## src/rtl/seq_divider.sv

```systemverilog
// Multi-cycle unsigned restoring divider: one quotient bit per clock behind a
// start/busy/done handshake, with a divide-by-zero shortcut straight to DONE.
module seq_divider #(
  parameter int WIDTH = 4
) (
  input  logic             clk,
  input  logic             rst,
  input  logic             start,
  input  logic [WIDTH-1:0] dividend,
  input  logic [WIDTH-1:0] divisor,
  output logic [WIDTH-1:0] quotient,
  output logic [WIDTH-1:0] remainder,
  output logic             busy,
  output logic             done,
  output logic             div_by_zero
);

  localparam int CNT_W = (WIDTH > 2) ? $clog2(WIDTH) : 1;

  typedef enum logic [1:0] {IDLE, RUN, DONE} state_t;

  state_t           state, state_nxt;
  logic [CNT_W-1:0] cnt;
  logic [WIDTH-1:0] rem_q, quo_q, dvs_q;
  logic [WIDTH-1:0] rem_nxt, quo_nxt;
  logic             load, step, finish, zero_finish;

  // One restoring iteration on {R, Q}; Q starts as the dividend so its MSB
  // feeds R while the new quotient bit enters at the LSB.
  function automatic logic [2*WIDTH-1:0] restore_step(
    input logic [WIDTH-1:0] rem,
    input logic [WIDTH-1:0] quo,
    input logic [WIDTH-1:0] dvs
  );
    logic [WIDTH:0] shifted;
    logic [WIDTH:0] trial;
    shifted = {rem, quo[WIDTH-1]};
    trial   = shifted - {1'b0, dvs};
    if (!trial[WIDTH])
      return {trial[WIDTH-1:0], quo[WIDTH-2:0], 1'b1};
    else
      return {shifted[WIDTH-1:0], quo[WIDTH-2:0], 1'b0};
  endfunction

  assign {rem_nxt, quo_nxt} = restore_step(rem_q, quo_q, dvs_q);

  assign busy = (state == RUN);
  assign done = (state == DONE);

  always_comb begin
    state_nxt   = state;
    load        = 1'b0;
    step        = 1'b0;
    finish      = 1'b0;
    zero_finish = 1'b0;
    case (state)
      IDLE, DONE: begin
        if (start) begin
          if (divisor == '0) begin
            state_nxt   = DONE;
            zero_finish = 1'b1;
          end else begin
            state_nxt = RUN;
            load      = 1'b1;
          end
        end else begin
          state_nxt = IDLE;
        end
      end
      RUN: begin
        step = 1'b1;
        if (cnt == '0) begin
          state_nxt = DONE;
          finish    = 1'b1;
        end
      end
      default: state_nxt = IDLE;
    endcase
  end

  // Control and result registers: cleared immediately on reset.
  always_ff @(posedge clk or posedge rst) begin
    if (rst) begin
      state       <= IDLE;
      cnt         <= '0;
      quotient    <= '0;
      remainder   <= '0;
      div_by_zero <= 1'b0;
    end else begin
      state <= state_nxt;
      if (load) begin
        cnt         <= CNT_W'(WIDTH - 1);
        div_by_zero <= 1'b0;
      end else if (zero_finish) begin
        cnt         <= '0;
        quotient    <= '1;
        remainder   <= dividend;
        div_by_zero <= 1'b1;
      end else if (finish) begin
        quotient  <= quo_nxt;
        remainder <= rem_nxt;
      end else if (step) begin
        cnt <= cnt - 1'b1;
      end
    end
  end

  // Working datapath: only meaningful between load and finish, so no reset.
  always_ff @(posedge clk) begin
    if (load) begin
      quo_q <= dividend;
      rem_q <= '0;
      dvs_q <= divisor;
    end else if (step) begin
      quo_q <= quo_nxt;
      rem_q <= rem_nxt;
    end
  end

endmodule

```

## config.mk

```make
export PLATFORM = sky130hd
export DESIGN_NAME = seq_divider
export DESIGN_NICKNAME = d
export VERILOG_FILES = /design/src/rtl/seq_divider.sv
export SDC_FILE = /design/constraint.sdc
export NUM_CORES = 1
export LEC_CHECK = 0
export CORE_UTILIZATION = 46
export CTS_CLUSTER_SIZE = 12
export DETAILED_ROUTE_END_ITERATION = 10
export PLACE_DENSITY_LB_ADDON = 0.12
export SLEW_MARGIN = 20
export SYNTH_ARGS = -nofsm -noshare
export SYNTH_HDL_FRONTEND = slang
export SYNTH_SLANG_ARGS = --single-unit
```

## constraint.sdc

```tcl
create_clock -name clk -period 2.3 [get_ports clk]
set_clock_uncertainty 0.1 [all_clocks]
set_input_delay 0.46 -clock clk [delete_from_list [all_inputs] [get_ports clk]]
set_output_delay 0.46 -clock clk [all_outputs]
set_load 0.01 [all_outputs]
```

; ---- Yosys cells after proc, flatten, opt, wreduce, memory -nomap -nowiden
; Cells that the tools add are included.
[op_classes]
bitwise = 1
muxes = 26
eq_ne = 4
n_addsub = 2
n_reduce_logical = 10
[op_table]
columns = operator, n
row1 = 4-bit 2-to-1 mux, 6
row2 = 2-bit 2-to-1 mux, 7
row3 = 1-bit 2-to-1 mux, 11
row4 = 8-bit 2-to-1 mux, 1
row5 = 2-bit nonzero test, 3
row6 = 5-bit by 4-bit subtractor with 5-bit output, 1
row7 = 2-bit zero test, 2
row8 = 4-bit zero test, 1
row9 = 2-bit one-hot mux with 2 select lines, 1
row10 = 2-bit AND reduction, 2
row11 = 3-bit by 2-bit inequality test with 1-bit output (second input constant), 1
row12 = 3-bit nonzero test, 1
row13 = 2-bit by 1-bit equality test with 1-bit output (second input constant), 1
row14 = 2-bit equality test (second input constant), 1
row15 = 2-bit by 1-bit inequality test with 1-bit output (second input constant), 1
row16 = 2-bit OR reduction, 1
row17 = 2-bit by 1-bit subtractor with 2-bit output (second input constant), 1
row18 = 1-bit NOT, 1
[word_totals]
ff_bits = 25
input_bits = 11
elab_cells = 51
out_inout_bits = 11

; ---- Longest topological paths before layout
; Gate-level depths: netlist of the first run.
[logic_depth]
ltp_word = 6
ltp_mapped = 9
depth_no_buf = 9

; ---- Least setup slack after synthesis of the first run
; Ideal clock, no wire load.
[synth_timing]
path_kind = register to register
startpoint = register quo_q[3]
endpoint = register rem_q[0]
t_required_ns = 2.124
slack_ns = 0.154
path_buffers = 0
setup_time_ns = 0.076
period_less_slack_ns = 2.146
path_stages_with_launch = 10
arrival_ns = 1.970
path_cell_list = edfxtp_1 inv_1 ha_1 inv_1 fa_1 a21o_1 a21oi_2 xnor2_2 mux2_4 o22ai_2
[synth_between]
elab_chain_cells = 2
[synth_lines]
columns = item, line
row1 = from (decl), 24  ; logic [WIDTH-1:0] rem_q, quo_q, dvs_q;
row2 = from (signal assigned), 111  ; quo_q <= dividend;
row3 = from (signal assigned), 115  ; quo_q <= quo_nxt;
row4 = 5-bit by 4-bit subtractor with 5-bit output, 38  ; trial = shifted - {1'b0, dvs};
row5 = 8-bit 2-to-1 mux (*), 39  ; if (!trial[WIDTH])
row6 = to (signal assigned), 116  ; rem_q <= rem_nxt;
row7 = to (decl), 24
; Every way passes the cells marked *; elsewhere a longest branch is shown, timed or not.
; A chain may end at the register's enable or synchronous reset.

; ---- Final worst setup path of the first run
; Ends and elaborated chain as after synthesis.

==> impl_metrics.py, run 1 <==
metrics = {
    "placement": {
        "dp_slack_ns": 0.0619,
        "dp_hpwl_um": 1790,
        "port_buffers": 21,
        "place_congestion": 0.806,
        "place_inst": 161,
    },
    "min_path": {
        "hp-class": "input port to async pin",
    },
    "floorplan": {
        "core_um2": 2480,
        "dieArea_um2": 2820,
        "rows": 18,
        "pin_count": 22,
        "dieHeight_um": 53.1,
        "initial_core_util_pct": 48.5,
        "die_w_um": 53.1,
    },
    "synthesis": {
        "synth-compound-area-share_pct": 15.2,
        "netlist_area_um2": 1200,
        "synthFlopType": "dfrtp_1",
        "synthMuxAreaShare_pct": 7.50,
        "synth_xor_area_share_pct": 3.54,
        "ys_ff_latch": 25,
        "yosys.area_share.adder_pct": 6.88,
        "synth_area_per_cell_um2": 11.2,
        "synth_top_family_by_area": "compound AO/OA/AOI/OAI gates",
        "synthCells": 107,
        "synth_fp_nets": 124,
        "yosys_warnings": 0,
        "ys_seq_area_share_pct": 53.8,
        "synth_edf_count": 8,
        "async_flop_share_pct": 52.0,
        "synth-simple-area-share_pct": 8.96,
        "yosys.cell_types.count": 31,
    },
    "pwr": {
        "p_leak_nw": 0.669,
        "p_per_area_nw_per_um2": 1440,
        "vdd_drop_max_mv": 0.806,
    },
    "setup_path": {
        "timing.rr.start": "quo_q[3]$_DFFE_PP_",
        "cp-end-kind": "flop",
        "critPathRequiredTime_ns": 2.45,
        "r2r_setup_slack_ns": 0.08,
        "crit_path_start_kind": "flop",
        "timing.rr.end": "rem_q[0]$_SDFFE_PP0P_",
        "crit_type": "flop to flop",
        "cp.arrival_ns": 2.37,
        "r2r_cells": 9,
        "cp_max_fo": 6,
    },
    "cts": {
        "cts_tree": "done",
        "insertion_delay_ns": 0.31,
        "hold_buffers": 0,
        "htree_levels": 1,
        "cts_sinks": 25,
        "cts.path.max_buffers": 2,
        "cts.clk_slew.worst_paths_ns": 0.13,
        "cts_buffers": 3,
        "root_buffer": "clkbuf_4",
    },
    "sta": {
        "min_period_over_period_pct": 96.5,
        "tightestPinTransition_ns": 0.511,
        "worst_slack_ns": 0.0812,
        "setup_viol": 0,
        "hold_viol": 0,
        "finalCriticalPeriod_ns": 2.22,
        "clock.fmax_mhz": 451,
        "max_slew_margin_pct": 65.9,
        "slew_violations": 0,
    },
    "finish": {
        "fin_cells": 167,
        "final_cell_mix": "clkdlybuf4s50_1 (21), dfrtp_1 (13), nor2_1 (10), inv_1 (9)",
        "area_delta_synth_final_pct": 29.2,
        "fin_nets": 155,
        "nFillCells": 210,
        "drive_gt1_share_pct": 19.7,
        "layout.cells.most_common": "clkdlybuf4s50_1",
        "diodes": 0,
    },
    "flow_run": {
        "drv_cap": 0,
    },
    "grt": {
        "antenna_found_initial": 0,
        "grt_pass1_vias": 845,
        "grt_usage_pct": 18.8,
        "grt_pass1_wl_um": 3730,
        "grt_max_degree": 14,
        "overflow": 0,
    },
    "detailed_routing": {
        "vias": 888,
        "detail_route.wl_per_cell_um": 14.6,
        "dr.pass1.iters": 4,
        "post_drt_via_cell_ratio": 5.32,
        "antenna_left": 0,
        "routed_wl_um": 2430,
        "drt-initial-drc-count": 21,
        "remaining_drc_errors": 0,
    },
    "outcome": {
        "outcome": "finished clean",
    },
}
synth_stat cells, drive strengths merged, types with 4 or more instances:
library cell	n	share of area, %
nand2	7	2.2
nor2	11	3.6
mux2	5	5.0
inv	10	3.1
dfrtp	13	27
dfxtp	4	6.7
o22ai	5	3.1
ha	5	5.2
a21oi	7	3.2
edfxtp	8	20
o21ai	7	3.2
a22oi	4	2.5
worst max-delay path by stage:
stage                     slack (ns)                from  cells after the start                       end
after floorplan                 0.15  quo_q[3]$_DFFE_PP_                      9     rem_q[0]$_SDFFE_PP0P_
after global placement          0.08  quo_q[3]$_DFFE_PP_                      9  remainder[1]$_DFFE_PP0P_
after detailed placement        0.06  quo_q[3]$_DFFE_PP_                      9     rem_q[0]$_SDFFE_PP0P_
after CTS                       0.03  quo_q[3]$_DFFE_PP_                      9     rem_q[0]$_SDFFE_PP0P_
after global routing           -0.02  quo_q[3]$_DFFE_PP_                      9     rem_q[0]$_SDFFE_PP0P_
final                           0.08  quo_q[3]$_DFFE_PP_                      9     rem_q[0]$_SDFFE_PP0P_
final cells by class:
type,count,area (µm²),share of cell area (%)
Clock buffer,4,26.3,1.69
Inverter,10,37.5,2.42
Multi-Input combinational cell,69,534,34.4
Sequential cell,25,646,41.6
Timing Repair Buffer,29,270,17.4
Tap cell,30,37.5,2.42
sequential cells by signal (all words and copies together), names as in the netlist:
name	count
quotient	4
dvs_q	4
quo_q	4
rem_q	4
state	2
remainder	4
div_by_zero	1
cnt	2
through the flow:
stage | utilization (%) | setup TNS, ns | hold slack (ns) | total power [W] | cell area [µm²]
2_1_floorplan | - | 0 | 0.237 | 0.00153 | 1200
3_3_place_gp | 59.8 | 0 | 0.359 | 0.00189 | 1480
3_5_place_dp | 59.8 | 0 | 0.375 | 0.00192 | 1480
4_1_cts | 60.9 | 0 | 0.366 | 0.00212 | 1510
5_1_grt | 62.6 | -0.0155 | 0.396 | 0.00242 | 1550
6_report | 62.6 | 0 | 0.357 | 0.00224 | 1550
critical path, cell delays in order (launching register included):
cell and delay (ns):
edfxtp_1 0.40, inv_2 0.07, ha_1 0.13, inv_1 0.06
fa_2 0.33, a21o_1 0.19, a21oi_4 0.18, xnor2_4 0.19
mux2_4 0.35, o22ai_2 0.14
timing repair:
item | in CTS | in global routing
setup endpoints to repair | 0 | 9
setup buffers | 0 | 2
resized for setup | 0 | 6
report_power, final:
part | total, W | internal [W] | switching (W)
Sequential | 0.000796 | 0.000673 | 0.000123
Combinational | 0.00125 | 0.000664 | 0.000588
Clock | 0.000193 | 0.0000677 | 0.000126
Total | 0.00224 | 0.00140 | 0.000837
per-layer routing:
layer | vias to the layer above | wire length [µm] | track usage, %
li1 | 433 | - | -
met1 | 431 | 1060 | 25.2
met2 | 22 | 1280 | 30.8
met3 | 2 | 72 | 2.59
met4 | 0 | 16 | 6.58
met5 | - | 0 | 0
kinds of logic after synthesis:
family,Yosys count
adders and majority gates,6
xor gates and xnor gates,4
AOI/OAI and AO/OA,28
DFF,25
buffers and inverters,13
and+or+nand+nor,23
muxes,8
Power figures use the tool's default switching activity.
==> run 2, diff against run 1 <==
--- a/config.mk
+++ b/config.mk
@@ -9,6 +9,7 @@
 export CTS_CLUSTER_SIZE = 12
 export DETAILED_ROUTE_END_ITERATION = 10
 export PLACE_DENSITY_LB_ADDON = 0.12
+export SETUP_SLACK_MARGIN = 0.2
 export SLEW_MARGIN = 20
 export SYNTH_ARGS = -nofsm -noshare
 export SYNTH_HDL_FRONTEND = slang
==> run 2 against run 1 <==
Effect of this change:
- non-clock buffer count shrank 1
- sequential share of layout area shrank 0.30 points
- die area unchanged
- largest power group unchanged
- critical path type unchanged
- largest cell class unchanged
- register-to-register slack better by 0.02 ns
==> impl_metrics.py, run 2 (same netlist as run 1, synthesis figures left out) <==
metrics = {
    "pwr": {
        "intPower_w": 0.00138,
        "switching_power_w": 0.000840,
        "vdd_drop_max_mv": 0.909,
        "p_per_area_nw_per_um2": 1420,
        "combPwrFrac_pct": 55.2,
        "p_leak_nw": 0.681,
        "switching_share_pct": 37.8,
        "p_seq_share_pct": 35.9,
        "clkPwrFrac_pct": 8.9,
    },
    "detailed_routing": {
        "detail_route.wl_per_cell_um": 14.2,
        "antenna_left": 0,
        "met3WireLength_um": 95,
        "post_drt_via_cell_ratio": 5.36,
        "dr.pass1.iters": 4,
        "met2_length_um": 1200,
        "vias": 890,
        "highest_layer": "met4",
        "routed_wl_um": 2360,
        "drt-initial-drc-count": 22,
        "remaining_drc_errors": 0,
        "wl_met1_um": 1050,
    },
    "setup_path": {
        "crit_chain": "inv_2 -> ha_4 -> inv_4 -> fa_2 -> a21o_1 -> a21oi_4 -> xnor2_4 -> mux2_4 -> o22ai_2",
        "crit_path_start_kind": "flop",
        "cp_max_fo": 6,
        "r2r_cells": 9,
        "timing.rr.start": "quo_q[3]$_DFFE_PP_",
        "critPathRequiredTime_ns": 2.46,
        "slowest_delay_ns": 0.40,
        "cp-end-kind": "flop",
        "timing.rr.end": "rem_q[0]$_SDFFE_PP0P_",
        "crit_type": "flop to flop",
        "cp_top_family": "compound AO/OA/AOI/OAI gates",
        "critPathBufInv": 2,
        "crit_start": "quo_q[3]$_DFFE_PP_",
        "cp.arrival_ns": 2.37,
        "r2r_setup_slack_ns": 0.1,
        "cp_slowest_cell": "edfxtp_1",
    },
    "cts": {
        "cts.clk_slew.worst_paths_ns": 0.14,
        "root_buffer": "clkbuf_4",
        "cts_buffers": 3,
        "htree_levels": 1,
        "cts_tree": "done",
        "cts_sinks": 25,
        "insertion_delay_ns": 0.32,
        "cts.path.max_buffers": 2,
    },
    "sta": {
        "min_period_over_period_pct": 95.8,
        "finalSetupTns_ns": 0,
        "setup_viol": 0,
        "finalCriticalPeriod_ns": 2.20,
        "max_slew_margin_pct": 61.3,
        "slew_violations": 0,
        "clock.fmax_mhz": 454,
        "hold_viol": 0,
        "rsz0062_at_grt": "yes",
        "timing.hold.ws_ns": 0.350,
        "tightestPinTransition_ns": 0.575,
    },
    "finish": {
        "final_cell_mix": "clkdlybuf4s50_1 (20), dfrtp_1 (13), nor2_1 (10), inv_1 (8), edfxtp_1 (8)",
        "area_delta_synth_final_pct": 30.1,
        "layout.cells.most_common": "clkdlybuf4s50_1",
        "fin_cells": 166,
        "drive_gt1_share_pct": 20.6,
        "fin_nets": 154,
        "diodes": 0,
        "fin_area_um2": 1560,
    },
    "outcome": {
        "outcome": "finished clean",
    },
    "grt": {
        "grt_pass1_vias": 884,
        "grt_pass1_wl_um": 3760,
        "grt_max_degree": 15,
        "antenna_found_initial": 0,
        "overflow": 0,
        "grt_usage_pct": 19.0,
    },
    "floorplan": {
        "dieHeight_um": 53.1,
        "initial_core_util_pct": 48.5,
        "rows": 18,
        "die_w_um": 53.1,
        "core_um2": 2480,
        "pin_count": 22,
        "dieArea_um2": 2820,
    },
    "placement": {
        "port_buffers": 21,
        "placed_area_um2": 1470,
        "place_inst": 159,
        "dp_hpwl_um": 1670,
        "place_congestion": 0.813,
    },
    "flow_run": {
        "drv_cap": 0,
    },
    "min_path": {
        "hp-class": "input port to async pin",
    },
}
## run 2: cell count changes in the layout (fill, tap and decap cells not counted), sizes merged
cell / change
clkdlybuf4s50: -1
clkinv: +1
dlymetal6s2s: +1
buf: -1
clkbuf: -1
## run 2: cell type report
type / instances / area [µm²]
well taps: 30 / 37.5
clock buffers: 3 / 22.5
multi-input cells: 69 / 547
repair buffers: 28 / 265
flip-flops and latches: 25 / 646
clock inverters: 1 / 5.00
inverters: 10 / 40.0
fillers: 211 / 915
## run 2: worst max-delay path by stage
stage / end / slack (ns) / cells after the start
2_1_floorplan: rem_q[0]$_SDFFE_PP0P_ / 0.21 / 9
3_3_place_gp: rem_q[0]$_SDFFE_PP0P_ / 0.15 / 9
3_5_place_dp: remainder[0]$_DFFE_PP0P_ / 0.1 / 9
4_1_cts: rem_q[0]$_SDFFE_PP0P_ / 0.1 / 9
5_1_grt: rem_q[1]$_SDFFE_PP0P_ / 0.02 / 9
6_report: rem_q[0]$_SDFFE_PP0P_ / 0.1 / 9
## run 2: timing repair
item	4_1_cts	5_1_grt
hold buffers	0	0
setup endpoints to repair	9	10
gates resized for setup	6	7
buffers inserted	2	1
pin swaps	2	0
## run 2: per-layer routing
metal,up-vias,global-route usage [%]
met3,2,6.03
met1,439,22.6
li1,431,-
met4,0,3.95
met2,18,33.3
met5,-,0
## run 2: metrics by stage
| step | setup WS [ns] | util [%] | power (W) |
|---|---|---|---|
| 6_report | 0.0963 | 63.1 | 0.00222 |
| 5_1_grt | 0.0170 | 63.1 | 0.00240 |
| 4_1_cts | 0.0989 | 61.9 | 0.00218 |
| 3_5_place_dp | 0.0993 | 59.3 | 0.00189 |
| 3_3_place_gp | 0.148 | 59.3 | 0.00187 |
| 2_1_floorplan | 0.210 | - | 0.00153 |
## run 2: power groups by stage
stage	Clock [W]	Combinational, W	Sequential [W]
2_1_floorplan	0	0.000729	0.000805
5_1_grt	0.000221	0.00136	0.000823
4_1_cts	0.000204	0.00118	0.000797
3_5_place_dp	0	0.00109	0.000799
6_report	0.000199	0.00123	0.000799
3_3_place_gp	0	0.00107	0.000795
